**src/rtl/inst_queue.sv**
```systemverilog
// In-order instruction queue: fetch allocates entries, memory responses fill them in
// order, decode pops the head. Flush cancels queued entries and discards late responses.
module inst_queue #(
  parameter int DEPTH = 4,
  parameter int CNT_W = $clog2(DEPTH) + 1
) (
  input  logic             clk,
  input  logic             reset,
  input  logic             req_valid,
  output logic             req_ready,
  input  logic [31:0]      req_pc,
  input  logic             req_exc,
  input  logic [4:0]       req_exccode,
  input  logic             inst_data_ok,
  input  logic [31:0]      inst_rdata,
  input  logic             flush,
  output logic             out_valid,
  input  logic             out_ready,
  output logic [31:0]      out_pc,
  output logic [31:0]      out_inst,
  output logic             out_exc,
  output logic [4:0]       out_exccode,
  output logic [CNT_W-1:0] count_o,
  output logic [31:0]      perfcnt_waitack
);
  localparam int PW = (DEPTH > 1) ? $clog2(DEPTH) : 1;

  logic [31:0]      r_pc   [DEPTH];
  logic [31:0]      r_inst [DEPTH];
  logic [4:0]       r_code [DEPTH];
  logic [DEPTH-1:0] r_exc, r_filled;
  logic [PW-1:0]    r_head, r_tail;
  logic [CNT_W-1:0] r_count, r_drop;
  logic [31:0]      r_perf;

  logic [PW-1:0]    w_fill;
  logic             w_has_unf, w_push, w_pop, w_ov, w_resp_drop, w_resp_fill;
  logic [CNT_W-1:0] w_unf_cnt, w_drop_base, w_drop_flush;

  // Fill pointer: oldest live entry still waiting for its response. Exception entries are
  // born filled, so they are skipped naturally.
  always_comb begin
    w_fill    = r_head;
    w_has_unf = 1'b0;
    w_unf_cnt = '0;
    for (int i = 0; i < DEPTH; i++) begin
      if (CNT_W'(i) < r_count && !r_filled[r_head + PW'(i)]) begin
        w_unf_cnt = w_unf_cnt + 1'b1;
        if (!w_has_unf) begin
          w_has_unf = 1'b1;
          w_fill    = r_head + PW'(i);
        end
      end
    end
  end

  assign req_ready   = ({1'b0, r_count} + {1'b0, r_drop}) < (CNT_W+1)'(DEPTH);
  assign w_ov        = (r_count != '0) && r_filled[r_head];
  assign w_push      = req_valid && req_ready;
  assign w_pop       = w_ov && out_ready && !flush;
  assign w_resp_drop = inst_data_ok && (r_drop != '0);
  assign w_resp_fill = inst_data_ok && (r_drop == '0) && w_has_unf;
  assign w_drop_base = r_drop - CNT_W'(w_resp_drop);
  // Responses still owed to cancelled entries; one filled this cycle is no longer owed.
  assign w_drop_flush = w_drop_base + w_unf_cnt - CNT_W'(w_resp_fill)
                      + CNT_W'(w_push && !req_exc);

  always_ff @(posedge clk) begin
    if (reset) begin
      r_head   <= '0;
      r_tail   <= '0;
      r_count  <= '0;
      r_drop   <= '0;
      r_perf   <= '0;
      r_filled <= '0;
    end else begin
      if (w_resp_fill) begin
        r_inst[w_fill]   <= inst_rdata;
        r_filled[w_fill] <= 1'b1;
      end
      if (r_count != '0 && !r_filled[r_head] && !flush)
        r_perf <= r_perf + 32'd1;
      if (flush) begin
        r_head  <= '0;
        r_tail  <= '0;
        r_count <= '0;
        r_drop  <= w_drop_flush;
      end else begin
        r_drop <= w_drop_base;
        if (w_push) begin
          r_pc[r_tail]     <= req_pc;
          r_inst[r_tail]   <= '0;
          r_code[r_tail]   <= req_exccode;
          r_exc[r_tail]    <= req_exc;
          r_filled[r_tail] <= req_exc;
          r_tail           <= r_tail + 1'b1;
        end
        if (w_pop) r_head <= r_head + 1'b1;
        r_count <= r_count + CNT_W'(w_push) - CNT_W'(w_pop);
      end
    end
  end

  assign out_valid       = w_ov;
  assign out_pc          = w_ov ? r_pc[r_head]   : '0;
  assign out_inst        = w_ov ? r_inst[r_head] : '0;
  assign out_exc         = w_ov ? r_exc[r_head]  : 1'b0;
  assign out_exccode     = w_ov ? r_code[r_head] : '0;
  assign count_o         = r_count;
  assign perfcnt_waitack = r_perf;
endmodule

```
**config.mk**
```make
export PLATFORM = sky130hd
export DESIGN_NAME = inst_queue
export DESIGN_NICKNAME = d
export VERILOG_FILES = /design/src/rtl/inst_queue.sv
export SDC_FILE = /design/constraint.sdc
export NUM_CORES = 1
export LEC_CHECK = 0
export ABC_CLOCK_PERIOD_IN_PS = 9600
export BUFFER_PORTS_ARGS = -buffer_cell sky130_fd_sc_hd__buf_2
export CORE_MARGIN = 2
export CORE_UTILIZATION = 45
export CTS_CLUSTER_DIAMETER = 200
export CTS_CLUSTER_SIZE = 16
export DETAILED_ROUTE_END_ITERATION = 16
export MAX_ROUTING_LAYER = met4
export PLACE_DENSITY = 0.71
export SLEW_MARGIN = 40
export SYNTH_ARGS = -nofsm -noshare
export SYNTH_HDL_FRONTEND = slang
export SYNTH_SLANG_ARGS = --single-unit
export TNS_END_PERCENT = 10
```
**constraint.sdc**
```tcl
create_clock -name clk -period 9.6 [get_ports clk]
set_clock_uncertainty 0.2 [all_clocks]
set_input_delay 0 -clock clk [delete_from_list [all_inputs] [get_ports clk]]
set_output_delay 0 -clock clk [all_outputs]
set_load 0.01 [all_outputs]
```
==> results of run 1 <==
cells in the mapped netlist, types with 7 or more instances:
master and instances:
dfxtp_1 176, edfxtp_1 152, o21ai_0 136, nand3_1 113
a21oi_1 110, clkbuf_1 92, mux4_2 73, nor2b_1 72
nand2_1 51, nor2_1 46, nand4_1 38, xnor2_1 26
inv_1 25, ha_1 18, nor3_1 13, xor2_1 12
and2_1 10, buf_2 8, nor4_1 7
through the flow:
step | setup WS, ps | hold slack (ps)
after global routing | 4590 | 13.6
after global placement | 5090 | 11.8
after floorplan | 5750 | -101
after CTS | 4850 | 0.120
after detailed placement | 4950 | 16.1
final | 4870 | 20.6
how the worst min path moves through the flow:
stage                         startpoint                endpoint  slack, ps  cells past startpoint
final                     req_exccode[4]  r_code[2][4]$_DFFE_PP_         20                      2
after floorplan           req_exccode[0]  r_code[0][0]$_DFFE_PP_       -100                      0
after global placement         req_pc[7]    r_pc[2][7]$_DFFE_PP_         10                      1
after CTS                      req_pc[9]    r_pc[2][9]$_DFFE_PP_        0.1                      2
after global routing          req_pc[17]   r_pc[0][17]$_DFFE_PP_         10                      2
after detailed placement       req_pc[1]    r_pc[1][1]$_DFFE_PP_         20                      1
cell type report:
class                   instances  area [um^2]
flip-flops and latches        328         8100
inverters                      25         93.8
multi-input cells             787         5850
repair buffers                288         1980
clock buffers                  36          646
fillers                      2659        14300
well taps                     402          503
clock inverters                 2         25.0
kinds of logic (layout without fill, tap and decap cells):
kind of cell               Yosys count  count (layout)  synth area share
and+or+nand+nor                    382             382             0.142
DFF                                328             328             0.563
AOI/OAI and AO/OA                  264             264            0.0962
buffers and inverters              130             351            0.0352
muxes                               82              82             0.121
xor gates and xnor gates            38              38            0.0232
adders and majority gates           21              21            0.0199
power breakdown:
part	switching, mW	leakage [nW]	total (mW)	internal [mW]
Combinational	0.199	2.87	0.407	0.208
Clock	0.479	0.321	0.945	0.466
Sequential	0.0473	2.80	1.60	1.56
Total	0.725	5.99	2.95	2.23
flip-flops by register name (all words and copies together), names as in the netlist, named ones only:
signal / count
r_inst: 128
r_pc: 128
perfcnt_waitack: 32
r_code: 20
r_exc: 4
r_filled: 4
count_o: 3
r_drop: 3
r_head: 2
r_tail: 2
routing by layer:
layer	up-vias	routed length, um
met3	62	2410
met4	0	1030
li1	5020	-
met1	5361	14900
met2	419	17600
met5	-	0
timing repair:
action	in CTS	in global routing
setup buffers	0	0
hold buffers	92	0
hold endpoints to repair	328	0
placed cells by master (no fill, tap or decap), drive strengths merged, types with 3 or more instances in the layout:
| cell type | instances |
|---|---|
| a21oi | 110 |
| a221oi | 4 |
| and2 | 10 |
| and3 | 5 |
| buf | 196 |
| clkbuf | 36 |
| dfxtp | 176 |
| dlygate4sd3 | 92 |
| edfxtp | 152 |
| fa | 3 |
| ha | 18 |
| inv | 26 |
| mux2 | 3 |
| mux2i | 6 |
| mux4 | 73 |
| nand2 | 51 |
| nand3 | 113 |
| nand4 | 38 |
| nor2 | 46 |
| nor2b | 72 |
| nor3 | 14 |
| nor3b | 3 |
| nor4 | 7 |
| o21ai | 137 |
| or3 | 6 |
| or4 | 4 |
| xnor2 | 26 |
| xor2 | 12 |
critical path: cells and delay by family, from the launching register on:
family          cells  cell delay, ps
compound gates      2             620
fa+ha+maj           2             720
flops               1             820
mux                 1             650
buf+inv             3            1180
simple gates        2             440
==> flow_summary.json, run 1 <==
{
  "status": "finished clean",
  "cts_tree": "yes",
  "dp_hpwl_mm": 19.9,
  "die_y_um": 183,
  "synthArstFlopShare": 0,
  "busiest_layer": "met2",
  "rrSetupSlack_ps": 4870,
  "dpl_cell_area_um2": 15600,
  "p_per_area_nw_per_um2": 172,
  "avgSynthCellArea_um2": 11.5,
  "fin_area_um2": 17200,
  "hp-class": "in2reg",
  "fin_tns_setup_ps": 0,
  "dp.cells": 1737,
  "final-hold-violation-count": 0,
  "post_drt_via_cell_ratio": 5.81,
  "crit_start": "r_head[0]$_SDFFE_PP0P_",
  "synthFlopType": "dfxtp_1",
  "max_cap_viol_count": 0,
  "syn_inst": 1245,
  "fmax_ghz": 0.211,
  "tightest_slew_ps": 844,
  "worstPathMaxFanout": 18,
  "relSlewSlack": 0.437,
  "setup_viol": 0,
  "r2r-start": "r_head[0]$_SDFFE_PP0P_",
  "core_um2": 31500,
  "rsz0062_at_grt": "false",
  "start_util": 0.457,
  "cp_slowest_stage_delay_ps": 820,
  "cts_resized": 0,
  "p_total_mw": 2.95,
  "ys_warn_count": 0,
  "numCtsBuffers": 24,
  "routed_wl_mm": 35.9,
  "io_pins": 183,
  "synth_top_area_cell": "edfxtp_1",
  "synth_edf_count": 152,
  "io_buffers": 182,
  "fp-row-count": 65,
  "crit_path_cell_trace": "mux4_2, or3_1, a31oi_1, ha_1, inv_1, fa_1, a21oi_1, dlygate4sd3_1, nor2_1, dlygate4sd3_1",
  "synthDominantCellAreaShare": 0.318,
  "fin_crit_sh": 0.493,
  "post-route-min-period_ps": 4730,
  "synth_cell_type_count": 54,
  "rr_endpoint": "r_drop[0]$_SDFF_PP0_",
  "fp.dieW_um": 183,
  "nNetsFinal": 1551,
  "grt-ovfl-total": 0,
  "critPathCapture": "r_drop[0]$_SDFF_PP0_",
  "ys_ff_latch": 328,
  "drive_gt1_frac": 0.218,
  "worstSetupStartpointType": "flip-flop",
  "cts_root_buffer": "clkbuf_16",
  "clk_pin_slew_ps": 80,
  "area_growth_pct": 19.7,
  "cts_buffer_depth": 3,
  "grtUsageTotal": 0.221,
  "cp.arrival_ps": 4960,
  "grtUsageMet2": 0.365,
  "p_leak_nw": 5.99,
  "grt.met1_usage": 0.276,
  "dieArea_um2": 33400,
  "antenna_left": 0,
  "grt_pass1_vias": 10847,
  "crit_required_ps": 9830,
  "peakVddDrop_uv": 177,
  "insertion_delay_ps": 540,
  "post-route-drc-count": 0,
  "synth_area_leaders": "edfxtp_1 32%, dfxtp_1 25%, mux4_2 11%",
  "grt_pass1_wl_mm": 57.2,
  "synth_area_um2": 14400,
  "syn_nets": 1342,
  "post_drt_wl_per_cell_um": 19.2,
  "diodes": 0,
  "met3_usage": 0.0393,
  "final_core_util": 0.546,
  "crit_type": "reg2reg",
  "reg2reg_depth": 10,
  "grt_max_degree": 100,
  "slowest_stage": "dfxtp_1",
  "cts_sinks": 328,
  "place_congestion": 0.846,
  "drt_iter0_drc": 896,
  "drt_pass1_iterations": 5,
  "endpoint_kind": "flip-flop",
  "htreeDepth": 1,
  "seq_area_frac_synth": 0.563,
  "crit_top_cell": "dlygate4sd3_1",
  "maxSlewViolCount": 0,
  "instances_no_fill": 1868,
  "dr_total_vias": 10862,
  "antenna_found_initial": 0
}
Note: power is estimated with default switching activity, not from simulation.
==> run 2: changes to the inputs <==
Settings changed: ABC_CLOCK_PERIOD_IN_PS 9600 to 4200, PLACE_DENSITY 0.71 to 0.73.
Clock period 9.6 ns to 4.2 ns, I/O delays scaled along.
==> run 2 against run 1 <==
  * Highest routed layer unchanged
  * Clock-buffer cell count down 2
  * First-iteration DRC count down 6.0%
  * Final area up 0.39%
  * Cell count down 0.16%
  * Die area unchanged
  * Register-to-register slack worse by 4700 ps
  * Wire length down 1.8%
  * Worst hold slack better by 10 ps
  * Largest cell class unchanged
  * Largest power group unchanged
  * Via count down 0.50%
  * Critical endpoint is now r_drop[1]$_SDFF_PP0_
  * Flip-flop and latch count unchanged
  * Critical path depth up 4
==> flow_summary.json, run 2 (synthesized netlist as in run 1, its figures left out) <==
{
  "fin_area_um2": 17300,
  "p_sw_mw": 1.63,
  "numCtsBuffers": 24,
  "endpoint_kind": "flip-flop",
  "p_leak_nw": 6.04,
  "cts_root_buffer": "clkbuf_16",
  "cts_tree": "yes",
  "fin_tns_setup_ps": 0,
  "routed_wl_mm": 35.2,
  "final_cell_mix": "182 x buf_2, 172 x dfxtp_1, 152 x edfxtp_1, 135 x o21ai_0, 113 x nand3_1",
  "area_growth_pct": 20.1,
  "p_seq_frac": 0.543,
  "antenna_left": 0,
  "cts_buffer_depth": 3,
  "grt_pass1_vias": 10669,
  "cts_sinks": 328,
  "io_pins": 183,
  "cp_slowest_stage_delay_ps": 560,
  "hp-class": "in2reg",
  "htreeDepth": 1,
  "insertion_delay_ps": 530,
  "comb_power_share": 0.139,
  "post_drt_wl_per_cell_um": 18.9,
  "status": "finished clean",
  "grt_max_degree": 111,
  "antenna_found_initial": 0,
  "max_cap_viol_count": 0,
  "nNetsFinal": 1551,
  "diodes": 0,
  "io_buffers": 182,
  "multi_input_area_um2": 5850,
  "fp-row-count": 65,
  "rsz0062_at_grt": "false",
  "place_congestion": 0.803,
  "rrSetupSlack_ps": 200,
  "drive_gt1_frac": 0.230,
  "grt-ovfl-total": 0,
  "postCtsSetupRepairBufs": 0,
  "drt_pass1_iterations": 6,
  "p_clk_frac": 0.318,
  "dieArea_um2": 33400,
  "dp_hpwl_mm": 20.7,
  "cp.arrival_ps": 4180,
  "peakVddDrop_uv": 299,
  "grt_pass1_wl_mm": 56.2,
  "final_core_util": 0.548,
  "drt_iter0_drc": 842,
  "grtUsageTotal": 0.215,
  "dpl_cell_area_um2": 15800,
  "crit_top_cell": "ha_1",
  "internal_power_mw": 5.12,
  "final_common_cell": "buf_2",
  "crit_path_cell_trace": "inv_1, ha_1, or2_2, o2bb2a_1, ha_1, xnor2_2, ha_1, mux2i_1, ha_1, inv_1, fa_1, a21oi_1, dlygate4sd3_1, nor2_1",
  "tightest_slew_ps": 807,
  "p_per_area_nw_per_um2": 391,
  "maxSlewViolCount": 0,
  "fin_crit_sh": 0.952,
  "fp.dieW_um": 183,
  "core_um2": 31500,
  "post-route-min-period_ps": 4000,
  "post_drt_via_cell_ratio": 5.80,
  "power.share.switching": 0.242,
  "die_y_um": 183,
  "dr_total_vias": 10808,
  "post-route-drc-count": 0,
  "final-hold-violation-count": 0,
  "seq_area_um2": 8100,
  "slowest_stage": "dlygate4sd3_1",
  "fillCellCount": 2577,
  "clk_pin_slew_ps": 80,
  "setup_viol": 0,
  "relSlewSlack": 0.462,
  "worstPathMaxFanout": 5,
  "dp.cells": 1753,
  "worstSetupStartpointType": "flip-flop",
  "instances_no_fill": 1865,
  "start_util": 0.457,
  "fmax_ghz": 0.250,
  "crit_required_ps": 4390,
  "crit_type": "reg2reg"
}
## run 2: cell types whose count changed in the layout (fill, tap and decap cells not counted), sizes merged
cell	previous run	this run
buf	196	212
clkbuf	36	34
clkinv	1	0
dlygate4sd3	92	76
## run 2: per-layer routing
metal / global-route usage / vias to the layer above / wire, um
met1: 0.275 / 5276 / 14600
li1: - / 5009 / -
met5: - / - / 0
met2: 0.352 / 466 / 17000
met3: 0.0415 / 57 / 2810
met4: 0.0571 / 0 / 757
## run 2: timing repair
action                                  in CTS  in global routing
hold buffers                                76                  0
hold endpoints to repair                   328                  0
endpoints found under the setup margin       0                  2
gates resized for setup                      0                  5
## run 2: final timing paths
check                                  start                    endpoint  cells after the start
hold / removal                    req_pc[17]       r_pc[2][17]$_DFFE_PP_                      2
hold reg to reg   r_inst[0][18]$_SDFFE_PP0P_  r_inst[0][18]$_SDFFE_PP0P_                      2
setup / recovery       count_o[1]$_SDFF_PP0_        r_drop[1]$_SDFF_PP0_                     14
setup reg to reg       count_o[1]$_SDFF_PP0_        r_drop[1]$_SDFF_PP0_                     14
## run 2: power groups by stage
| stage | Sequential (mW) | Clock [mW] | Combinational (mW) |
|---|---|---|---|
| 5_1_grt | 3.69 | 2.32 | 1.03 |
| 4_1_cts | 3.66 | 2.20 | 0.930 |
| 6_report | 3.66 | 2.15 | 0.936 |
| 3_3_place_gp | 3.72 | 0 | 0.832 |
| 2_1_floorplan | 3.70 | 0 | 0.620 |
| 3_5_place_dp | 3.73 | 0 | 0.862 |
## run 2: final cells by class
| class | count | share of cell area |
|---|---|---|
| clock inverter | 1 | 0.000507 |
| tap | 402 | 0.0291 |
| multi-input combinational | 787 | 0.339 |
| inverter | 25 | 0.00544 |
| sequential | 328 | 0.469 |
| clock buffer | 34 | 0.0382 |
| timing repair buffer | 288 | 0.119 |
## run 2: worst max-delay path: cells and delay by family (launching register included)
kind                     cells  cell delay, ps
AND/OR/NAND/NOR              2             310
flip-flops                   1             370
adder cells (fa/ha/maj)      5            1590
AO/OA/AOI/OAI                2             480
multiplexers                 1              60
XOR/XNOR                     1             170
buffers and inverters        3             690
## run 2: metrics by stage
stage	total power, mW	hold slack (ps)	setup slack [ps]
after floorplan	4.32	-101	354
after global placement	4.56	12.6	294
after detailed placement	4.59	16.9	166
after CTS	6.79	4.39	114
after global routing	7.05	10.8	20.2
final	6.75	30.9	202
